**src/rtl/exe_muldiv_unit_if.sv**
```systemverilog
// ============================================================================
// Module   : exe_muldiv_unit_if
// Brief    : Issue/result handshake bundle between execute stage and MDU.
// Revision : 1.0
// ============================================================================
`default_nettype none

interface exe_muldiv_unit_if #(
  parameter int DATA_W = 32
);
  logic              in_valid;
  logic              in_ready;
  logic [2:0]        in_op;
  logic [DATA_W-1:0] in_src1;
  logic [DATA_W-1:0] in_src2;
  logic              out_valid;
  logic              out_ready;
  logic [DATA_W-1:0] out_result;

  modport master (
    output in_valid, in_op, in_src1, in_src2, out_ready,
    input  in_ready, out_valid, out_result
  );

  modport slave (
    input  in_valid, in_op, in_src1, in_src2, out_ready,
    output in_ready, out_valid, out_result
  );
endinterface

`default_nettype wire

```
**src/rtl/exe_muldiv_unit.sv**
```systemverilog
// ============================================================================
// Module   : exe_muldiv_unit
// Brief    : Multi-cycle MUL/DIV unit owning HI/LO; MDU_RADIX4_DIV_EN selects
//            a 2-bit-per-cycle divider.
// Revision : 1.0
// ============================================================================
`default_nettype none

module exe_muldiv_unit #(
  parameter int DATA_W     = 32,
  parameter int MUL_STAGES = 2
) (
  input  logic                  clk,
  input  logic                  reset,
  exe_muldiv_unit_if.slave      bus,
  input  logic                  flush,
  output logic                  busy,
  output logic [DATA_W-1:0]     hi,
  output logic [DATA_W-1:0]     lo
);

  localparam int CNT_W = $clog2(DATA_W);
`ifdef MDU_RADIX4_DIV_EN
  localparam int DIV_STEP = 2;
`else
  localparam int DIV_STEP = 1;
`endif
  localparam logic [CNT_W-1:0] CNT_LAST = CNT_W'(DATA_W - DIV_STEP);
  localparam logic [CNT_W-1:0] CNT_INC  = CNT_W'(DIV_STEP);
  localparam logic [CNT_W-1:0] MUL_LAST = CNT_W'((MUL_STAGES >= 2) ? (MUL_STAGES - 2) : 0);

  localparam logic [2:0] OP_MULT  = 3'd0;
  localparam logic [2:0] OP_MULTU = 3'd1;
  localparam logic [2:0] OP_DIV   = 3'd2;
  localparam logic [2:0] OP_DIVU  = 3'd3;
  localparam logic [2:0] OP_MTHI  = 3'd4;
  localparam logic [2:0] OP_MTLO  = 3'd5;
  localparam logic [2:0] OP_MFHI  = 3'd6;
  localparam logic [2:0] OP_MFLO  = 3'd7;

  typedef enum logic [1:0] {
    S_IDLE = 2'd0,
    S_MUL  = 2'd1,
    S_DIV  = 2'd2,
    S_DONE = 2'd3
  } state_t;

  state_t            state_q, state_d;
  logic [CNT_W-1:0]  cnt_q, cnt_d;
  logic [DATA_W-1:0] quo_q, quo_d, rem_q, rem_d, dvsr_q, dvsr_d;
  logic              qneg_q, qneg_d, rneg_q, rneg_d;
  logic [DATA_W-1:0] res_hi_q, res_hi_d, res_lo_q, res_lo_d;
  logic              wr_hi_q, wr_hi_d, wr_lo_q, wr_lo_d;
  logic              out_valid_q, out_valid_d;
  logic [DATA_W-1:0] out_result_q, out_result_d;
  logic [DATA_W-1:0] hi_q, hi_d, lo_q, lo_d;

  logic                in_ready, accept, commit;
  logic                signed_op, a_neg, b_neg;
  logic [DATA_W-1:0]   a_mag, b_mag;
  logic [2*DATA_W-1:0] prod_mag, prod;
  logic [2*DATA_W-1:0] step1, div_next;
  logic [DATA_W-1:0]   q_raw, r_raw;

  // One restoring step: returns {remainder, quotient-shift-register}.
  function automatic logic [2*DATA_W-1:0] div_step(
    input logic [DATA_W-1:0] rem,
    input logic [DATA_W-1:0] quo,
    input logic [DATA_W-1:0] d
  );
    logic [DATA_W:0] sh;
    logic [DATA_W:0] diff;
    sh   = {rem, quo[DATA_W-1]};
    diff = sh - {1'b0, d};
    if (sh >= {1'b0, d}) return {diff[DATA_W-1:0], quo[DATA_W-2:0], 1'b1};
    else                 return {sh[DATA_W-1:0],   quo[DATA_W-2:0], 1'b0};
  endfunction

  assign in_ready  = (state_q == S_IDLE) || ((state_q == S_DONE) && bus.out_ready);
  assign accept    = bus.in_valid && in_ready && !flush;
  assign commit    = (state_q == S_DONE) && bus.out_ready && !flush;

  assign signed_op = (bus.in_op == OP_MULT) || (bus.in_op == OP_DIV);
  assign a_neg     = signed_op && bus.in_src1[DATA_W-1];
  assign b_neg     = signed_op && bus.in_src2[DATA_W-1];
  assign a_mag     = a_neg ? -bus.in_src1 : bus.in_src1;
  assign b_mag     = b_neg ? -bus.in_src2 : bus.in_src2;
  assign prod_mag  = {{DATA_W{1'b0}}, a_mag} * {{DATA_W{1'b0}}, b_mag};
  assign prod      = (a_neg ^ b_neg) ? -prod_mag : prod_mag;

  assign step1 = div_step(rem_q, quo_q, dvsr_q);
`ifdef MDU_RADIX4_DIV_EN
  assign div_next = div_step(step1[2*DATA_W-1:DATA_W], step1[DATA_W-1:0], dvsr_q);
`else
  assign div_next = step1;
`endif
  assign r_raw = div_next[2*DATA_W-1:DATA_W];
  assign q_raw = div_next[DATA_W-1:0];

  always_comb begin
    state_d      = state_q;
    cnt_d        = cnt_q;
    quo_d        = quo_q;
    rem_d        = rem_q;
    dvsr_d       = dvsr_q;
    qneg_d       = qneg_q;
    rneg_d       = rneg_q;
    res_hi_d     = res_hi_q;
    res_lo_d     = res_lo_q;
    wr_hi_d      = wr_hi_q;
    wr_lo_d      = wr_lo_q;
    out_result_d = out_result_q;
    hi_d         = hi_q;
    lo_d         = lo_q;

    if (commit) begin
      if (wr_hi_q) hi_d = res_hi_q;
      if (wr_lo_q) lo_d = res_lo_q;
      state_d      = S_IDLE;
      out_result_d = '0;
    end

    case (state_q)
      S_MUL: begin
        if (cnt_q == MUL_LAST) state_d = S_DONE;
        else                   cnt_d   = cnt_q + CNT_W'(1);
      end
      S_DIV: begin
        rem_d = r_raw;
        quo_d = q_raw;
        cnt_d = cnt_q + CNT_INC;
        if (cnt_q == CNT_LAST) begin
          state_d  = S_DONE;
          res_lo_d = qneg_q ? -q_raw : q_raw;
          res_hi_d = rneg_q ? -r_raw : r_raw;
        end
      end
      default: ;
    endcase

    // hi_d/lo_d already hold any same-cycle commit, so MFHI/MFLO see it.
    if (accept) begin
      cnt_d        = '0;
      wr_hi_d      = 1'b0;
      wr_lo_d      = 1'b0;
      out_result_d = '0;
      state_d      = S_DONE;
      case (bus.in_op)
        OP_MULT, OP_MULTU: begin
          {res_hi_d, res_lo_d} = prod;
          wr_hi_d = 1'b1;
          wr_lo_d = 1'b1;
          state_d = (MUL_STAGES == 1) ? S_DONE : S_MUL;
        end
        OP_DIV, OP_DIVU: begin
          quo_d   = a_mag;
          rem_d   = '0;
          dvsr_d  = b_mag;
          // Divide-by-zero keeps the all-ones quotient unsigned-looking.
          qneg_d  = (a_neg ^ b_neg) && (bus.in_src2 != '0);
          rneg_d  = a_neg;
          wr_hi_d = 1'b1;
          wr_lo_d = 1'b1;
          state_d = S_DIV;
        end
        OP_MTHI: begin res_hi_d = bus.in_src1; wr_hi_d = 1'b1; end
        OP_MTLO: begin res_lo_d = bus.in_src1; wr_lo_d = 1'b1; end
        OP_MFHI: out_result_d = hi_d;
        OP_MFLO: out_result_d = lo_d;
        default: ;
      endcase
    end

    if (flush) begin
      state_d      = S_IDLE;
      out_result_d = '0;
    end

    out_valid_d = (state_d == S_DONE);
  end

  always_ff @(posedge clk) begin
    if (reset) begin
      state_q      <= S_IDLE;
      cnt_q        <= '0;
      quo_q        <= '0;
      rem_q        <= '0;
      dvsr_q       <= '0;
      qneg_q       <= 1'b0;
      rneg_q       <= 1'b0;
      res_hi_q     <= '0;
      res_lo_q     <= '0;
      wr_hi_q      <= 1'b0;
      wr_lo_q      <= 1'b0;
      out_valid_q  <= 1'b0;
      out_result_q <= '0;
      hi_q         <= '0;
      lo_q         <= '0;
    end else begin
      state_q      <= state_d;
      cnt_q        <= cnt_d;
      quo_q        <= quo_d;
      rem_q        <= rem_d;
      dvsr_q       <= dvsr_d;
      qneg_q       <= qneg_d;
      rneg_q       <= rneg_d;
      res_hi_q     <= res_hi_d;
      res_lo_q     <= res_lo_d;
      wr_hi_q      <= wr_hi_d;
      wr_lo_q      <= wr_lo_d;
      out_valid_q  <= out_valid_d;
      out_result_q <= out_result_d;
      hi_q         <= hi_d;
      lo_q         <= lo_d;
    end
  end

  assign bus.in_ready   = in_ready;
  assign bus.out_valid  = out_valid_q;
  assign bus.out_result = out_result_q;
  assign busy           = (state_q != S_IDLE);
  assign hi             = hi_q;
  assign lo             = lo_q;

endmodule

`default_nettype wire

```
**src/flat_wrapper.sv**
```systemverilog
// flat-port wrapper written by rule: the top's interface ports become plain ports
module exe_muldiv_unit_flat 
#(
  parameter int DATA_W     = 32,
  parameter int MUL_STAGES = 2
)
  (clk, reset, flush, busy, hi, lo, bus_in_valid, bus_in_op, bus_in_src1, bus_in_src2, bus_out_ready, bus_in_ready, bus_out_valid, bus_out_result);
  exe_muldiv_unit_if #(.DATA_W(DATA_W)) bus_i ();
  input  logic clk;
  input  logic reset;
  input  logic flush;
  output logic busy;
  output logic [DATA_W-1:0] hi;
  output logic [DATA_W-1:0] lo;
  input wire logic [$bits(bus_i.in_valid)-1:0] bus_in_valid;
  input wire logic [$bits(bus_i.in_op)-1:0] bus_in_op;
  input wire logic [$bits(bus_i.in_src1)-1:0] bus_in_src1;
  input wire logic [$bits(bus_i.in_src2)-1:0] bus_in_src2;
  input wire logic [$bits(bus_i.out_ready)-1:0] bus_out_ready;
  output wire logic [$bits(bus_i.in_ready)-1:0] bus_in_ready;
  output wire logic [$bits(bus_i.out_valid)-1:0] bus_out_valid;
  output wire logic [$bits(bus_i.out_result)-1:0] bus_out_result;
  assign bus_i.in_valid = bus_in_valid;
  assign bus_i.in_op = bus_in_op;
  assign bus_i.in_src1 = bus_in_src1;
  assign bus_i.in_src2 = bus_in_src2;
  assign bus_i.out_ready = bus_out_ready;
  assign bus_in_ready = bus_i.in_ready;
  assign bus_out_valid = bus_i.out_valid;
  assign bus_out_result = bus_i.out_result;
  exe_muldiv_unit #(.DATA_W(DATA_W), .MUL_STAGES(MUL_STAGES)) u_core (.clk(clk), .reset(reset), .bus(bus_i), .flush(flush), .busy(busy), .hi(hi), .lo(lo));
endmodule
```
**config.mk**
```make
export PLATFORM = sky130hd
export DESIGN_NAME = exe_muldiv_unit_flat
export DESIGN_NICKNAME = d
export VERILOG_FILES = /design/src/rtl/exe_muldiv_unit_if.sv /design/src/rtl/exe_muldiv_unit.sv /design/src/flat_wrapper.sv
export SDC_FILE = /design/constraint.sdc
export NUM_CORES = 2
export LEC_CHECK = 0
export CELL_PAD_IN_SITES_DETAIL_PLACEMENT = 1
export CELL_PAD_IN_SITES_GLOBAL_PLACEMENT = 1
export CORE_MARGIN = 8
export CORE_UTILIZATION = 53
export CTS_CLUSTER_DIAMETER = 120
export DETAILED_ROUTE_END_ITERATION = 10
export PLACE_DENSITY_LB_ADDON = 0.05
export REMOVE_ABC_BUFFERS = 1
export SKIP_CTS_REPAIR_TIMING = 1
export SYNTH_ARGS = -nofsm -noshare
export SYNTH_HDL_FRONTEND = slang
export SYNTH_SLANG_ARGS = --single-unit
```
**constraint.sdc**
```tcl
create_clock -name clk -period 21.1 [get_ports clk]
set_input_delay 3.165 -clock clk [delete_from_list [all_inputs] [get_ports clk]]
set_output_delay 3.165 -clock clk [all_outputs]
set_load 0.005 [all_outputs]
```
==> impl_metrics.yaml <==
outcome:
  status: "finished clean"
cells_and_area:
  multi_input_area_sq_mm: 0.0417
  drive_gt1_frac: 0.0560
  register_area_sq_mm: 0.00537
  nNetsFinal: 7506
  area_growth_pct: 9.41
  fillerInstances: 11585
sta:
  fin_crit_sh: 0.758
  fin_crit_ps: 15990
  tightest_slew_ps: 1400
  rsz0062_at_grt: "no"
  slew_headroom: 0.0635
  skew_ps: 42.9
  fmax_mhz: 62.5
  final_max_slew_viol_count: 0
  tns_ps: 0
  setup_viol: 0
  hold_viol: 0
setup_path:
  crit_buf_inv: 9
  r2r-end: "u_core.res_hi_q[30]$_SDFF_PP0_"
  crit_slowest_cell: "a211oi_1"
  r2r_start: "u_core.dvsr_q[7]$_SDFFE_PP0P_"
  critPathTopFamily: "adder cells"
  cp-start-kind: "input pin"
  cp-end-kind: "flop"
  crit_path_max_incr_delay_ps: 1150
  arrival_ps: 16450
  rr_worst_depth: 22
  ff2ff_setup_slack_ps: 14060
  critPathKind: "input pin to flop"
  cp_common_cell: "fa_1"
  critPathRequiredTime_ps: 21560
  worstPathMaxFanout: 15
yosys:
  yosys_warnings: 0
  syn_inst: 6234
  ys_seq_area_frac: 0.104
  synth_edf_count: 0
  synth_ff_type: "dfxtp_1"
  syn_area_sq_mm: 0.0514
  synth-seq-cells: 268
  syn_avg_cell_area_sq_um: 8.24
  async_reset_ff_frac: 0
  yosysUniqueCellTypes: 111
placement:
  globalplace.congestion: 1.01
  portBuffers: 170
  dp.final_hpwl_microns: 183000
hold_path:
  min_path_cells: 2
  holdPathEnd: "u_core.dvsr_q[31]$_SDFFE_PP0P_"
  hold_class: "flop to flop"
  hp-start: "u_core.dvsr_q[31]$_SDFFE_PP0P_"
die:
  start_util: 0.533
  core_sq_mm: 0.0964
  fp.dieW_microns: 327
  fp.dieH_microns: 327
  die-area_sq_mm: 0.107
  io_pins: 171
  row_count: 114
drt:
  route.vias.total: 48476
  via_per_inst: 6.43
  dr.pass1.iters: 8
  drt-total-wl_microns: 234000
  drc: 0
  drt_iter0_markers: 4581
  wire_per_inst_microns: 31.0
  drtAntennaViolNets: 0
clock_network:
  path_clk_slew_ps: 60
  clk_path_buf_depth: 3
  numCtsBuffers: 30
  cts_root_buffer: "clkbuf_16"
  cts_sinks: 268
  cts_tree: "built"
  worstSkewPairLatency_ps: 610
  cts_max_level: 1
global_routing:
  grt_pass1_vias: 52595
  antenna_found_initial: 10
  grt_max_degree: 98
  grt_usage: 0.431
  grt_pass1_wl_microns: 344000
  grt_overflow: 0
flow_run:
  cap_viol_max_count: 0
[per-layer routing]
layer	wire, microns	global-route usage	vias up	part of all wire
met5	26	0	-	0.00011
met4	21200	0.306	4	0.091
met2	106000	0.691	2715	0.45
met1	84100	0.515	24877	0.36
li1	-	-	19899	-
met3	22400	0.0944	981	0.096
[state kept, by name (all words and copies together) (netlist names), 5 cells and up]
| signal | flops |
|---|---|
| u_core.cnt_q | 5 |
| u_core.quo_q | 32 |
| u_core.dvsr_q | 32 |
| u_core.bus.out_result | 32 |
| u_core.rem_q | 32 |
| u_core.res_hi_q | 32 |
| u_core.lo | 32 |
| u_core.res_lo_q | 32 |
| u_core.hi | 32 |
[cell type report]
cell class | instances | area share
repair buffers | 318 | 0.0500
multi-input cells | 4627 | 0.742
clock inverters | 13 | 0.00341
flip-flops and latches | 268 | 0.0955
clock buffers | 41 | 0.0150
inverters | 984 | 0.0657
diodes | 8 | 0.000356
well taps | 1276 | 0.0284
[kinds of logic after synthesis]
kind of cell,after synthesis,synth area share
xor+xnor,284,0.0486
mux,132,0.0258
buf+inv,1339,0.0989
compound gates,943,0.125
flops,268,0.104
fa+ha+maj,1205,0.425
simple gates,2063,0.173
[worst register-to-register path, cell delays in order, from the launching register on]
cell	delay, ps
dfxtp_1	320
inv_1	100
ha_1	530
and3_1	320
nand2_1	100
a31oi_1	430
o211a_1	380
o211ai_2	350
nand2_2	170
buf_4	580
nand2_1	120
o21ai_0	270
ha_1	320
inv_1	100
a2111oi_4	310
o21ai_2	130
and4bb_1	350
or3b_4	400
a221oi_1	700
a41oi_1	240
xnor2_1	240
a222oi_1	310
o21ai_0	130
[metrics by stage]
stage	worst slack [ps]	hold slack (ps)	area [sq um]	utilization	instances
2_1_floorplan	7770	430	50000	-	5879
3_3_place_gp	5040	446	55100	0.572	7473
3_5_place_dp	5050	458	55100	0.572	7473
4_1_cts	5620	478	56200	0.583	7527
5_1_grt	4880	499	56200	0.583	7527
6_report	5110	482	56200	0.583	7535
[worst max path at each step]
| stage | start | to | depth (start not counted) |
|---|---|---|---|
| floorplan | bus_in_src2[4] | u_core.res_hi_q[31]$_SDFF_PP0_ | 33 |
| global placement | bus_in_op[2] | u_core.res_hi_q[6]$_SDFF_PP0_ | 35 |
| detailed placement | bus_in_op[2] | u_core.res_hi_q[6]$_SDFF_PP0_ | 35 |
| CTS | bus_in_op[2] | u_core.res_hi_q[6]$_SDFF_PP0_ | 35 |
| global route | bus_in_src1[0] | u_core.res_hi_q[6]$_SDFF_PP0_ | 38 |
| finish | bus_in_op[2] | u_core.res_hi_q[6]$_SDFF_PP0_ | 35 |
[layout by cell type, fill, tap and decap left out, types with 13 or more instances in the layout]
master,count
xor2_1,96
clkbuf_16,30
nor4_1,41
nand4_1,34
a22oi_1,58
nor2_1,956
o31ai_1,20
and3_1,22
a21o_1,39
o211ai_1,29
o21a_1,20
buf_4,149
ha_1,307
a222oi_1,13
fa_1,897
nand2b_1,22
nand2_1,697
inv_1,984
a211oi_1,124
or2_2,16
a21oi_1,212
xor2_2,18
nor2b_1,13
xnor2_2,28
xnor2_1,124
clkdlybuf4s50_1,169
and4_1,13
a31oi_1,36
nand3_1,36
dfxtp_1,268
o22ai_1,53
o21ai_0,158
and2_1,30
mux2i_1,129
or3_1,29
nor3_1,74
o21ai_1,15
[cell usage after synthesis, types with 9 or more instances]
cell type,count,share of area
a221o_1,12,0.0023
nor2_1,960,0.070
a211oi_1,124,0.018
o21a_1,20,0.0029
o211ai_1,29,0.0042
clkbuf_1,303,0.022
and3_1,22,0.0027
nor3b_1,9,0.0013
buf_2,29,0.0028
xnor2_1,162,0.028
nand3_1,36,0.0035
or2_2,16,0.0019
ha_1,308,0.075
o41ai_1,9,0.0015
nor4_1,43,0.0052
o21ai_0,158,0.015
o21ai_1,15,0.0015
o211a_1,9,0.0018
or4_1,9,0.0013
nor3_1,75,0.0073
o31ai_1,20,0.0029
a21oi_1,213,0.021
a21o_1,39,0.0057
buf_1,18,0.0013
mux2i_1,129,0.025
a311oi_1,9,0.0015
nand4_1,34,0.0041
or3_1,29,0.0035
a22oi_1,58,0.0085
a31oi_1,36,0.0044
o21bai_1,12,0.0018
xor2_1,121,0.021
nand2b_1,23,0.0028
o22ai_1,53,0.0065
inv_1,984,0.072
and2_1,30,0.0037
dfxtp_1,268,0.10
and4_1,13,0.0022
a22o_1,11,0.0019
fa_1,897,0.35
nor2b_1,13,0.0016
a222oi_1,13,0.0025
nand2_1,700,0.051
Power is not shown: default switching activity piles up to over one toggle a cycle in this logic, so the estimate is an artifact.
